`src/rtl/mem_port_arb_if.sv`:
```
// Bundle of the core-facing fetch/load-store ports and the unified memory
// port handled by mem_port_arb. The slave modport is the arbiter's view.
// The master modport is the view of whatever drives the core and memory sides.
interface mem_port_arb_if #(
  parameter int ADDR_W = 32,
  parameter int DATA_W = 32
);
  localparam int MASK_W = DATA_W / 8;

  logic [ADDR_W-1:0] imem_addr;
  logic [MASK_W-1:0] imem_rmask;
  logic [DATA_W-1:0] imem_rdata;
  logic              imem_resp;

  logic [ADDR_W-1:0] dmem_addr;
  logic [MASK_W-1:0] dmem_rmask;
  logic [MASK_W-1:0] dmem_wmask;
  logic [DATA_W-1:0] dmem_wdata;
  logic [DATA_W-1:0] dmem_rdata;
  logic              dmem_resp;

  logic [ADDR_W-1:0] mem_addr;
  logic [MASK_W-1:0] mem_rmask;
  logic [MASK_W-1:0] mem_wmask;
  logic [DATA_W-1:0] mem_wdata;
  logic [DATA_W-1:0] mem_rdata;
  logic              mem_resp;

  modport slave (
    input  imem_addr, imem_rmask,
    output imem_rdata, imem_resp,
    input  dmem_addr, dmem_rmask, dmem_wmask, dmem_wdata,
    output dmem_rdata, dmem_resp,
    output mem_addr, mem_rmask, mem_wmask, mem_wdata,
    input  mem_rdata, mem_resp
  );

  modport master (
    output imem_addr, imem_rmask,
    input  imem_rdata, imem_resp,
    output dmem_addr, dmem_rmask, dmem_wmask, dmem_wdata,
    input  dmem_rdata, dmem_resp,
    input  mem_addr, mem_rmask, mem_wmask, mem_wdata,
    output mem_rdata, mem_resp
  );
endinterface

```
`src/rtl/mem_port_arb.sv`:
```
// Merges the core's fetch and load/store ports onto one memory port.
// Each side has a one-entry pending buffer. Only one transaction is ever
// outstanding downstream. Ties go to the port that was not granted last.
// A request is eligible for grant in the same cycle it is presented, and so
// is the cycle in which the outstanding response returns. This gives the
// one-cycle request-to-issue and response-to-next-issue latencies.
module mem_port_arb #(
  parameter int ADDR_W = 32,
  parameter int DATA_W = 32
) (
  input  logic           clk,
  input  logic           rst,
  mem_port_arb_if.slave  bus
);
  localparam int MASK_W = DATA_W / 8;

  typedef enum logic [1:0] {IDLE, WAIT_I, WAIT_D} state_t;
  typedef enum logic {GRANT_I, GRANT_D} port_t;

  state_t state, state_next;
  port_t  last_grant;

  logic              i_pend, d_pend;
  logic [ADDR_W-1:0] i_addr_q, d_addr_q;
  logic [MASK_W-1:0] i_rmask_q, d_rmask_q, d_wmask_q;
  logic [DATA_W-1:0] d_wdata_q;

  logic [ADDR_W-1:0] mem_addr_q;
  logic [MASK_W-1:0] mem_rmask_q, mem_wmask_q;
  logic [DATA_W-1:0] mem_wdata_q;

  logic i_req, d_req, i_avail, d_avail;
  logic can_grant, grant_i, grant_d;

  logic [ADDR_W-1:0] i_addr_eff, d_addr_eff;
  logic [MASK_W-1:0] i_rmask_eff, d_rmask_eff, d_wmask_eff;
  logic [DATA_W-1:0] d_wdata_eff;

  assign i_req   = |bus.imem_rmask;
  assign d_req   = (|bus.dmem_rmask) | (|bus.dmem_wmask);
  assign i_avail = i_pend | i_req;
  assign d_avail = d_pend | d_req;

  assign i_addr_eff  = i_pend ? i_addr_q  : bus.imem_addr;
  assign i_rmask_eff = i_pend ? i_rmask_q : bus.imem_rmask;
  assign d_addr_eff  = d_pend ? d_addr_q  : bus.dmem_addr;
  assign d_rmask_eff = d_pend ? d_rmask_q : bus.dmem_rmask;
  assign d_wmask_eff = d_pend ? d_wmask_q : bus.dmem_wmask;
  assign d_wdata_eff = d_pend ? d_wdata_q : bus.dmem_wdata;

  // Arbitration and next state: the port is free when idle or when the response lands
  always_comb begin
    state_next = state;
    can_grant  = 1'b0;
    grant_i    = 1'b0;
    grant_d    = 1'b0;
    case (state)
      IDLE:           can_grant = 1'b1;
      WAIT_I, WAIT_D: can_grant = bus.mem_resp;
      default:        state_next = IDLE;
    endcase
    if (can_grant) begin
      if (i_avail && d_avail) begin
        if (last_grant == GRANT_I) grant_d = 1'b1;
        else                       grant_i = 1'b1;
      end else if (d_avail) begin
        grant_d = 1'b1;
      end else if (i_avail) begin
        grant_i = 1'b1;
      end
    end
    if (grant_d)                              state_next = WAIT_D;
    else if (grant_i)                         state_next = WAIT_I;
    else if (state != IDLE && bus.mem_resp)   state_next = IDLE;
  end

  // State register
  always_ff @(posedge clk) begin
    if (rst) state <= IDLE;
    else     state <= state_next;
  end

  // Pending buffers: capture any request not granted straight through, clear on grant
  always_ff @(posedge clk) begin
    if (rst) begin
      i_pend    <= 1'b0;
      d_pend    <= 1'b0;
      i_addr_q  <= '0;
      i_rmask_q <= '0;
      d_addr_q  <= '0;
      d_rmask_q <= '0;
      d_wmask_q <= '0;
      d_wdata_q <= '0;
    end else begin
      if (grant_i) begin
        i_pend <= 1'b0;
      end else if (i_req) begin
        i_pend    <= 1'b1;
        i_addr_q  <= bus.imem_addr;
        i_rmask_q <= bus.imem_rmask;
      end
      if (grant_d) begin
        d_pend <= 1'b0;
      end else if (d_req) begin
        d_pend    <= 1'b1;
        d_addr_q  <= bus.dmem_addr;
        d_rmask_q <= bus.dmem_rmask;
        d_wmask_q <= bus.dmem_wmask;
        d_wdata_q <= bus.dmem_wdata;
      end
    end
  end

  // Downstream request registers: masks pulse for one cycle per grant
  always_ff @(posedge clk) begin
    if (rst) begin
      mem_addr_q  <= '0;
      mem_rmask_q <= '0;
      mem_wmask_q <= '0;
      mem_wdata_q <= '0;
      last_grant  <= GRANT_I;
    end else begin
      mem_rmask_q <= '0;
      mem_wmask_q <= '0;
      if (grant_d) begin
        mem_addr_q  <= d_addr_eff;
        mem_rmask_q <= d_rmask_eff;
        mem_wmask_q <= d_wmask_eff;
        mem_wdata_q <= d_wdata_eff;
        last_grant  <= GRANT_D;
      end else if (grant_i) begin
        mem_addr_q  <= i_addr_eff;
        mem_rmask_q <= i_rmask_eff;
        last_grant  <= GRANT_I;
      end
    end
  end

  assign bus.mem_addr  = mem_addr_q;
  assign bus.mem_rmask = mem_rmask_q;
  assign bus.mem_wmask = mem_wmask_q;
  assign bus.mem_wdata = mem_wdata_q;

  assign bus.imem_resp  = bus.mem_resp & (state == WAIT_I) & ~rst;
  assign bus.dmem_resp  = bus.mem_resp & (state == WAIT_D) & ~rst;
  assign bus.imem_rdata = bus.mem_rdata;
  assign bus.dmem_rdata = bus.mem_rdata;

  // Protocol checks: one outstanding request per port, exclusive D masks, no stray responses
  a_i_single: assert property (@(posedge clk) disable iff (rst)
    i_req |-> !(i_pend || (state == WAIT_I && !bus.mem_resp)));
  a_d_single: assert property (@(posedge clk) disable iff (rst)
    d_req |-> !(d_pend || (state == WAIT_D && !bus.mem_resp)));
  a_d_rw_excl: assert property (@(posedge clk) disable iff (rst)
    !((|bus.dmem_rmask) && (|bus.dmem_wmask)));
  a_resp_idle: assert property (@(posedge clk) disable iff (rst)
    !(bus.mem_resp && state == IDLE));
endmodule

```
`src/flat_wrapper.sv`:
```
// flat-port wrapper written by rule: the top's interface ports become plain ports
module mem_port_arb_flat 
#(
  parameter int ADDR_W = 32,
  parameter int DATA_W = 32
)
  (clk, rst, bus_imem_addr, bus_imem_rmask, bus_imem_rdata, bus_imem_resp, bus_dmem_addr, bus_dmem_rmask, bus_dmem_wmask, bus_dmem_wdata, bus_dmem_rdata, bus_dmem_resp, bus_mem_addr, bus_mem_rmask, bus_mem_wmask, bus_mem_wdata, bus_mem_rdata, bus_mem_resp);
  mem_port_arb_if #(.ADDR_W(ADDR_W), .DATA_W(DATA_W)) bus_i ();
  input  logic clk;
  input  logic rst;
  input wire logic [$bits(bus_i.imem_addr)-1:0] bus_imem_addr;
  input wire logic [$bits(bus_i.imem_rmask)-1:0] bus_imem_rmask;
  output wire logic [$bits(bus_i.imem_rdata)-1:0] bus_imem_rdata;
  output wire logic [$bits(bus_i.imem_resp)-1:0] bus_imem_resp;
  input wire logic [$bits(bus_i.dmem_addr)-1:0] bus_dmem_addr;
  input wire logic [$bits(bus_i.dmem_rmask)-1:0] bus_dmem_rmask;
  input wire logic [$bits(bus_i.dmem_wmask)-1:0] bus_dmem_wmask;
  input wire logic [$bits(bus_i.dmem_wdata)-1:0] bus_dmem_wdata;
  output wire logic [$bits(bus_i.dmem_rdata)-1:0] bus_dmem_rdata;
  output wire logic [$bits(bus_i.dmem_resp)-1:0] bus_dmem_resp;
  output wire logic [$bits(bus_i.mem_addr)-1:0] bus_mem_addr;
  output wire logic [$bits(bus_i.mem_rmask)-1:0] bus_mem_rmask;
  output wire logic [$bits(bus_i.mem_wmask)-1:0] bus_mem_wmask;
  output wire logic [$bits(bus_i.mem_wdata)-1:0] bus_mem_wdata;
  input wire logic [$bits(bus_i.mem_rdata)-1:0] bus_mem_rdata;
  input wire logic [$bits(bus_i.mem_resp)-1:0] bus_mem_resp;
  assign bus_i.imem_addr = bus_imem_addr;
  assign bus_i.imem_rmask = bus_imem_rmask;
  assign bus_imem_rdata = bus_i.imem_rdata;
  assign bus_imem_resp = bus_i.imem_resp;
  assign bus_i.dmem_addr = bus_dmem_addr;
  assign bus_i.dmem_rmask = bus_dmem_rmask;
  assign bus_i.dmem_wmask = bus_dmem_wmask;
  assign bus_i.dmem_wdata = bus_dmem_wdata;
  assign bus_dmem_rdata = bus_i.dmem_rdata;
  assign bus_dmem_resp = bus_i.dmem_resp;
  assign bus_mem_addr = bus_i.mem_addr;
  assign bus_mem_rmask = bus_i.mem_rmask;
  assign bus_mem_wmask = bus_i.mem_wmask;
  assign bus_mem_wdata = bus_i.mem_wdata;
  assign bus_i.mem_rdata = bus_mem_rdata;
  assign bus_i.mem_resp = bus_mem_resp;
  mem_port_arb #(.ADDR_W(ADDR_W), .DATA_W(DATA_W)) u_core (.clk(clk), .rst(rst), .bus(bus_i));
endmodule
```
`config.mk`:
```
export PLATFORM = sky130hd
export DESIGN_NAME = mem_port_arb_flat
export DESIGN_NICKNAME = d
export VERILOG_FILES = /design/src/rtl/mem_port_arb_if.sv /design/src/rtl/mem_port_arb.sv /design/src/flat_wrapper.sv
export SDC_FILE = /design/constraint.sdc
export NUM_CORES = 1
export LEC_CHECK = 0
export BUFFER_PORTS_ARGS = -buffer_cell sky130_fd_sc_hd__buf_2
export CELL_PAD_IN_SITES_DETAIL_PLACEMENT = 1
export CELL_PAD_IN_SITES_GLOBAL_PLACEMENT = 1
export CORE_MARGIN = 2
export CORE_UTILIZATION = 38
export DETAILED_ROUTE_END_ITERATION = 6
export HOLD_SLACK_MARGIN = 0.03
export PLACE_DENSITY_LB_ADDON = 0.1
export SETUP_SLACK_MARGIN = 0.3
export SYNTH_ARGS = -nofsm -noshare
export SYNTH_HDL_FRONTEND = slang
export SYNTH_SLANG_ARGS = --single-unit
```
`constraint.sdc`:
```
create_clock -name clk -period 2.3 [get_ports clk]
set_clock_uncertainty 0.1 [all_clocks]
set_input_delay 0.115 -clock clk [delete_from_list [all_inputs] [get_ports clk]]
set_output_delay 0.115 -clock clk [all_outputs]
set_load 0.005 [all_outputs]
```
==> flow_metrics.tcl, run 1 <==
set metrics [dict create \
    maxCapViolations 0 \
    slew_viol_final 0 \
    yosysTopAreaCellShare_pct 41.4 \
    design.core.area_um2 23300 \
    finalCoreUtilization_pct 52.0 \
    worstPathRequired_ns 2.53 \
    root_buffer "clkbuf_16" \
    die_w_um 158 \
    start_util_pct 38.4 \
    ys_ff_latch 185 \
    synth_edf_count 0 \
    period_share_pct 87.0 \
    cts_tree "yes" \
    path_common_cell "buf_12" \
    pwr_density_cell_nw_per_um2 1460 \
    place_congestion 0.737 \
    cp-end-kind "flip-flop" \
    rows 56 \
    timing.critical_path.from_type "primary input" \
    die_height_um 158 \
    ioPinCount 281 \
    cts.path.max_buffers 2 \
    synth-main-ff-cell "dfxtp_1" \
    worstSkewPairLatency_ns 0.43 \
    path_max_fanout 10 \
    synth_cells 1008 \
    fin_tns_setup_ns 0 \
    final_antenna_net_count 0 \
    path_cells "dlygate4sd3_1 -> buf_2 -> o41ai_1 -> buf_4 -> and3_4 -> buf_12 -> buf_12 -> a21oi_1 -> a211oi_1" \
    critPathArrivalTime_ns 2.23 \
    async_flop_share_pct 0 \
    status "completed" \
    yosys_warnings 0 \
    rsz0062_at_grt "true" \
    min_path_type "in -> reg" \
    synth_common_cells "dfxtp_1, a21oi_1, o21ai_0" \
    fin_area_um2 12100 \
    drive_gt1_share_pct 27.0 \
    drc 0 \
    area_growth_pct 35.5 \
    yosysSeqAreaShare_pct 41.4 \
    critPathMaxStageDelay_ns 0.53 \
    num_vias 8494 \
    cellLeakagePower_nw 4.85 \
    syn-num-nets 1155 \
    clk_pin_slew_worst_paths_ns 0.07 \
    tightest_slew_ns 0.802 \
    grtUsageTotal_pct 24.5 \
    yosys-top-cells-area "dfxtp_1, mux2i_1, a21oi_1, o21ai_0, buf_4" \
    max_freq_mhz 500 \
    synth_top_area_cell "dfxtp_1" \
    hold_viol_final 0 \
    fp.dieArea_um2 24800 \
    io_buffers 184 \
    power_mw 17.8 \
    finalWirelength_um 31700 \
    ir_worst_vdd_uv 825 \
    cts_buffers 17 \
    syn_area_um2 8950 \
    grt_pass1_vias 8477 \
    grt_pass1_wl_um 47800 \
    finalCriticalPeriod_ns 2.00 \
    fin_hold_ws_ns 0.0643 \
    numClockSinks 185 \
    drt_first_pass_iters 5 \
    hpwl_um 17900 \
    placed_cell_area_um2 9890 \
    relSlewSlack_pct 46.6 \
    grt.overflow.total 0 \
    antenna_found_initial 3 \
    yosysMostFrequentCell "dfxtp_1" \
    synth.avg_cell_area_um2 8.88 \
    synth_cell_types 39 \
    critPathSlowestCell "dlygate4sd3_1" \
    vias_per_cell 5.50 \
    grt_start_max_net_pins 110 \
    setup_violations 0 \
    dr.first_iter.drc_count 534 \
    cts_max_level 4 \
    nNetsFinal 1358 \
    worstSetupPathType "in -> reg" \
    routedWlPerCell_um 20.5 \
]
==> state kept, by name, summed over array words and instances, names as in the netlist <==
| signal | count |
|---|---|
| u_core.bus.mem_wmask | 4 |
| u_core.last_grant | 1 |
| u_core.d_rmask_q | 4 |
| u_core.d_wdata_q | 32 |
| u_core.bus.mem_wdata | 32 |
| u_core.d_addr_q | 32 |
| u_core.i_pend | 1 |
| u_core.i_rmask_q | 4 |
| u_core.i_addr_q | 32 |
| u_core.bus.mem_rmask | 4 |
| u_core.bus.mem_addr | 32 |
| u_core.d_pend | 1 |
| u_core.state | 2 |
| u_core.d_wmask_q | 4 |
==> what timing repair did <==
action                     4_1_cts  5_1_grt
hold endpoints to repair       176        0
setup buffers                    4        8
setup endpoints to repair      171      165
pin swaps                        3        6
gates resized for setup         17       46
hold buffers                   110        0
cloned                           7        6
==> placed cells by master, fill, tap and decap left out, types with 5 or more instances in the layout <==
cell and count:
a211oi_1 20, a211oi_2 13, a21oi_1 142, a32o_1 32, buf_12 19, buf_2 183, buf_4 25, clkbuf_16 23
dfxtp_1 181, dlygate4sd3_1 110, mux2i_1 108, nand2_1 9, nand3_1 96, nor3_1 5, o211ai_1 33, o21ai_0 103
o21ai_1 39
==> through the flow <==
step,std cells,worst slack (ns)
after CTS,1528,0.295
after detailed placement,1376,-0.0595
after global placement,1376,0.00878
after floorplan,1008,0.300
after global routing,1545,0.262
final,1545,0.298
==> critical path: cells and delay by family <==
| family | cells | cell delay [ns] |
|---|---|---|
| compound gates | 3 | 0.57 |
| simple gates | 1 | 0.32 |
| buf+inv | 5 | 1.20 |
==> metal layers <==
layer | vias to the layer above | wire, µm | global-route usage [%]
met5 | - | 0 | 0
met4 | 0 | 580 | 7.32
met3 | 42 | 1490 | 4.52
met2 | 194 | 14300 | 36.6
met1 | 4162 | 15400 | 35.7
li1 | 4096 | - | -
==> final cells by class <==
type	instances	area [µm²]
diodes	3	7.51
clock buffers	18	429
clock inverters	13	121
fillers	2659	11200
inverters	4	15.0
multi-input cells	650	4470
flip-flops and latches	185	3720
well taps	319	399
repair buffers	353	2980
==> report_power, final <==
part | internal [mW] | total, mW | leakage, nW | switching (mW)
sequential | 4.33 | 4.95 | 1.53 | 0.617
clock | 1.50 | 2.84 | 0.267 | 1.34
combinational | 4.82 | 9.97 | 3.05 | 5.15
==> logic make-up (layout without fill, tap and decap cells) <==
kind of cell	count (synthesis)	after routing	share of synthesized area, %
other	0	3	0
AOI/OAI and AO/OA	397	397	27.0
buffers and inverters	175	388	10.5
and+or+nand+nor	139	141	8.54
muxes	108	108	12.1
DFF	185	185	41.4
adders and majority gates	4	4	0.559
==> final timing paths <==
| kind | from | end | slack (ns) | cells past startpoint |
|---|---|---|---|---|
| setup reg to reg | u_core.state[0]$_SDFFE_PP0P_ | u_core.bus.mem_wdata[11]$_SDFFE_PP0P_ | 0.30 | 8 |
| hold / removal | bus_imem_rmask[0] | u_core.bus.mem_rmask[0]$_SDFF_PP0_ | 0.06 | 3 |
| hold reg to reg | u_core.d_addr_q[19]$_SDFFE_PP0P_ | u_core.d_addr_q[19]$_SDFFE_PP0P_ | 0.37 | 2 |
| setup / recovery | bus_imem_rmask[2] | u_core.bus.mem_wdata[11]$_SDFFE_PP0P_ | 0.30 | 9 |
Power figures use the tool's default switching activity.
==> run 2: changes to the inputs <==
MAX_ROUTING_LAYER = met4   (was not set)
==> run 2 against run 1 <==
Compared with the run above:
- first-iteration DRC count is 5.6% lower
- flip-flop and latch count stayed put
- critical path depth is 1 lower
- combinational power hardly changed
- maximum frequency hardly changed
- via count is 0.75% higher
- wire length is 0.33% higher
- total power is 0.12% higher
- worst hold slack worse by 0.0025 ns
- final cell count stayed put
- critical endpoint unchanged
- largest power group unchanged
==> flow_metrics.tcl, run 2 (synthesized netlist as in run 1, its figures left out) <==
set metrics [dict create \
    status "completed" \
    path_cells "inv_2 -> ha_4 -> a21o_4 -> and3_4 -> buf_12 -> buf_12 -> a21oi_1 -> a211oi_1" \
    min_path_type "in -> reg" \
    final_antenna_net_count 0 \
    grt_pass1_wl_um 47800 \
    ioPinCount 281 \
    area_growth_pct 35.5 \
    tightest_slew_ns 0.799 \
    worstPathRequired_ns 2.53 \
    maxCapViolations 0 \
    antenna_found_initial 3 \
    num_vias 8558 \
    setup_violations 0 \
    numClockSinks 185 \
    cts_max_level 4 \
    finalWirelength_um 31800 \
    seq_area_um2 3720 \
    placed_cell_area_um2 9890 \
    path_max_fanout 10 \
    io_buffers 184 \
    period_share_pct 87.0 \
    most-common-layout-cells "buf_2, dfxtp_1, a21oi_1" \
    hold_viol_final 0 \
    max_freq_mhz 500 \
    slew_viol_final 0 \
    cp-end-kind "flip-flop" \
    nNetsFinal 1358 \
    drive_gt1_share_pct 27.0 \
    critPathMaxStageDelay_ns 0.37 \
    hpwl_um 17900 \
    rsz0062_at_grt "true" \
    multiInputGateArea_um2 4470 \
    critPathSlowestCell "dfxtp_4" \
    path_common_cell "buf_12" \
    clk_pin_slew_worst_paths_ns 0.07 \
    drt_first_pass_iters 4 \
    fp.dieArea_um2 24800 \
    cts_tree "yes" \
    cts_buffers 17 \
    mostFrequentLayoutCell "buf_2" \
    num-fill-cells 2659 \
    fin_area_um2 12100 \
    start_util_pct 38.4 \
    root_buffer "clkbuf_16" \
    die_w_um 158 \
    design.core.area_um2 23300 \
    cellLeakagePower_nw 4.85 \
    drc 0 \
    worstSkewPairLatency_ns 0.43 \
    ff2ff_setup_slack_ns 0.30 \
    r2r-start "u_core.state[1]$_SDFFE_PP0P_" \
    critPathArrivalTime_ns 2.23 \
    finalCoreUtilization_pct 52.0 \
    rows 56 \
    rr_worst_depth 8 \
    grt.overflow.total 0 \
    place_congestion 0.746 \
    cts.path.max_buffers 2 \
    min_from "bus_imem_rmask[3]" \
    grtUsageTotal_pct 25.2 \
    ir_worst_vdd_uv 824 \
    pwr_density_cell_nw_per_um2 1470 \
    worstSetupPathType "reg -> reg" \
    finalCriticalPeriod_ns 2.00 \
    reg2reg_to "u_core.bus.mem_wdata[11]$_SDFFE_PP0P_" \
    grt_pass1_vias 8500 \
    vias_per_cell 5.54 \
    relSlewSlack_pct 46.7 \
    grt_start_max_net_pins 110 \
    die_height_um 158 \
    hold_path_depth 3 \
    dr.first_iter.drc_count 504 \
    timing.critical_path.from_type "flip-flop" \
    hold_end "u_core.bus.mem_rmask[3]$_SDFF_PP0_" \
    routedWlPerCell_um 20.6 \
]
run 2: cell counts in the layout (fill, tap and decap cells not counted):
Identical to the previous run, type by type.
run 2: power by group:
group | switching, mW | leakage, nW | total, mW | internal [mW]
sequential | 0.621 | 1.53 | 4.95 | 4.33
clock | 1.35 | 0.267 | 2.85 | 1.50
combinational | 5.16 | 3.05 | 9.98 | 4.82
total | 7.13 | 4.85 | 17.8 | 10.6
run 2: routing by layer:
metal	track usage, %	part of all wire, %
met1	35.9	49
met2	36.7	45
met3	4.02	4.1
met4	7.19	1.5
met5	-	0
run 2: worst max-delay path by stage:
stage                                       startpoint                                     to  cells after the start  slack [ns]
after floorplan           u_core.state[0]$_SDFFE_PP0P_       u_core.i_addr_q[16]$_SDFFE_PP0P_                      8        0.30
after global placement    u_core.state[0]$_SDFFE_PP0P_   u_core.bus.mem_wdata[9]$_SDFFE_PP0P_                      6       0.009
after detailed placement  u_core.state[1]$_SDFFE_PP0P_   u_core.bus.mem_wdata[9]$_SDFFE_PP0P_                      6       -0.06
after CTS                 u_core.state[0]$_SDFFE_PP0P_  u_core.bus.mem_wdata[26]$_SDFFE_PP0P_                      8        0.30
after global routing      u_core.state[0]$_SDFFE_PP0P_  u_core.bus.mem_wdata[16]$_SDFFE_PP0P_                      8        0.26
final                     u_core.state[1]$_SDFFE_PP0P_  u_core.bus.mem_wdata[11]$_SDFFE_PP0P_                      8        0.30
run 2: through the flow:
| stage | setup TNS [ns] | hold slack [ns] | power [mW] | cells | setup WS [ns] |
|---|---|---|---|---|---|
| after floorplan | 0 | 0.151 | 9.91 | 1008 | 0.300 |
| after global placement | 0 | 0.130 | 12.7 | 1376 | 0.00878 |
| after detailed placement | -0.720 | 0.130 | 12.8 | 1376 | -0.0595 |
| after CTS | 0 | 0.0406 | 17.0 | 1528 | 0.295 |
| after global routing | 0 | 0.0763 | 18.9 | 1545 | 0.262 |
| final | 0 | 0.0617 | 17.8 | 1545 | 0.298 |
run 2: repair_timing:
item / in CTS / in global routing
hold buffers: 110 / 0
endpoints found under the setup margin: 171 / 165
endpoints found under the hold margin: 176 / 0
buffers inserted: 4 / 8
gates cloned: 7 / 6
resized for setup: 17 / 46
pin swaps: 3 / 6
run 2: worst max-delay path, delay by kind of cell (launching register included):
kind                       cells  cell delay [ns]
AOI/OAI and AO/OA              3             0.48
adders and majority gates      1             0.26
and+or+nand+nor                1             0.31
DFF                            1             0.37
buffers and inverters          3             0.36
run 2: layout make-up:
cell class	instances	share of cell area [%]
diodes	3	0.0619
clock buffers	18	3.54
clock inverters	13	1.00
inverters	4	0.124
multi-input cells	650	36.8
flip-flops and latches	185	30.6
well taps	319	3.29
repair buffers	353	24.6
==> run 3: changes to the inputs <==
CORE_MARGIN = not set   (was 2)
CTS_BUF_LIST = sky130_fd_sc_hd__clkbuf_16   (was not set)
==> run 3 against run 2 <==
Compared with the run above:
- register-to-register slack hardly changed
- sequential share of layout area rose by 0.57 points
- final cell count fell by 0.45%
==> flow_metrics.tcl, run 3 (synthesized netlist as in run 1, its figures left out) <==
set metrics [dict create \
    die_w_um 156 \
    setup_violations 0 \
    vias_per_cell 5.50 \
    grt_pass1_wl_um 46900 \
    intPower_mw 10.0 \
    hold_viol_final 0 \
    pwr-share-clk_pct 16.7 \
    cellLeakagePower_nw 4.76 \
    period_share_pct 86.5 \
    relSlewSlack_pct 49.3 \
    max_freq_mhz 503 \
    p_sw_share_pct 41.3 \
    root_buffer "clkbuf_16" \
    fp.dieArea_um2 24200 \
    fin_area_um2 11900 \
    mostFrequentLayoutCell "buf_2" \
    io_buffers 184 \
    dr.first_iter.drc_count 327 \
    place_congestion 0.764 \
    rsz0062_at_grt "true" \
    num_vias 8453 \
    finalCriticalPeriod_ns 1.99 \
    cts_tree "yes" \
    pwr-share-comb_pct 54.4 \
    final_antenna_net_count 0 \
    most-common-layout-cells "buf_2, dfxtp_1, a21oi_1" \
    finalWirelength_um 30900 \
    hpwl_um 18300 \
    min_path_type "in -> reg" \
    antenna_found_initial 2 \
    fin_tns_setup_ns 0 \
    cts_buffers 17 \
    status "completed" \
    drt_first_pass_iters 4 \
    area_growth_pct 32.9 \
    grt_start_max_net_pins 65 \
    numClockSinks 185 \
    maxCapViolations 0 \
    p_seq_share_pct 28.9 \
    worstSetupPathType "reg -> reg" \
    drc 0 \
    slew_viol_final 0 \
    grt_pass1_vias 8336 \
    placed_cell_area_um2 9810 \
    worst_slack_ns 0.312 \
    layoutNonFillerInstCount 1538 \
    nNetsFinal 1357 \
    grtUsageTotal_pct 25.6 \
    drive_gt1_share_pct 26.5 \
    ioPinCount 281 \
    grt.overflow.total 0 \
    critPathArrivalTime_ns 2.19 \
    cp-end-kind "flip-flop" \
    ff2ff_setup_slack_ns 0.31 \
    ir_worst_vdd_uv 685 \
    die_height_um 156 \
    place_ws_ns -0.0797 \
    clk_pin_slew_worst_paths_ns 0.08 \
    path_max_fanout 28 \
    timing.critical_path.from_type "flip-flop" \
    routedWlPerCell_um 20.1 \
    rows 55 \
    start_util_pct 39.2 \
    design.core.area_um2 22800 \
    tightest_slew_ns 0.760 \
    p_sw_mw 7.05 \
    worstPathRequired_ns 2.50 \
    dpl.cell_count 1375 \
    pwr_density_cell_nw_per_um2 1440 \
    cts.path.max_buffers 2 \
    worstSkewPairLatency_ns 0.44 \
    cts_max_level 4 \
]
run 3: cell type report:
| class | instances | area [µm²] |
|---|---|---|
| well taps | 313 | 392 |
| flip-flops and latches | 185 | 3710 |
| fillers | 2670 | 10900 |
| clock inverters | 15 | 136 |
| repair buffers | 352 | 2770 |
| clock buffers | 17 | 425 |
| inverters | 4 | 15.0 |
| multi-input cells | 650 | 4450 |
| diodes | 2 | 5.00 |
run 3: metrics by stage:
step | power (mW) | hold slack (ns) | utilization, %
global route | 18.1 | 0.0694 | 52.1
CTS | 16.4 | 0.0474 | 51.1
detailed placement | 12.5 | 0.130 | 42.9
global placement | 12.3 | 0.130 | 42.9
finish | 17.1 | 0.0548 | 52.1
floorplan | 9.91 | 0.151 | -
run 3: repair_timing:
action                                  4_1_cts  5_1_grt
setup buffers                                 5        7
hold buffers                                110        0
endpoints found under the hold margin       178        0
resized for setup                            18       24
endpoints found under the setup margin      171      120
gates cloned                                  5        2
pin swaps                                     4        6
run 3: path summary, 6_finish.rpt:
kind,from,depth (start not counted),endpoint
hold / removal,bus_imem_rmask[0],3,u_core.bus.mem_rmask[0]$_SDFF_PP0_
setup reg to reg,u_core.state[1]$_SDFFE_PP0P_,8,u_core.d_addr_q[21]$_SDFFE_PP0P_
hold reg to reg,u_core.bus.mem_addr[17]$_SDFFE_PP0P_,1,u_core.bus.mem_addr[17]$_SDFFE_PP0P_
setup / recovery,u_core.state[1]$_SDFFE_PP0P_,8,u_core.d_addr_q[21]$_SDFFE_PP0P_
run 3: worst max-delay path, stage by stage (launching register included):
cell	delay [ns]
dfxtp_2	0.36
inv_2	0.06
ha_4	0.25
a21o_4	0.23
and3_4	0.22
buf_4	0.16
clkbuf_16	0.19
o21ai_0	0.18
a21oi_1	0.10
run 3: routing by layer:
metal | vias to the layer above | global-route usage (%) | share of wire, %
met5 | - | - | 0
met4 | 0 | 6.63 | 1.1
met3 | 27 | 3.48 | 4.3
met2 | 200 | 38.9 | 46
met1 | 4154 | 35.5 | 49
li1 | 4072 | - | -
run 3: power by group through the flow:
stage | clock [mW] | combinational, mW | sequential [mW]
after floorplan | 0 | 5.08 | 4.83
after global placement | 0 | 7.37 | 4.95
after detailed placement | 0 | 7.51 | 4.97
after CTS | 2.92 | 8.55 | 4.91
after global routing | 3.06 | 10.0 | 5.03
final | 2.86 | 9.29 | 4.93
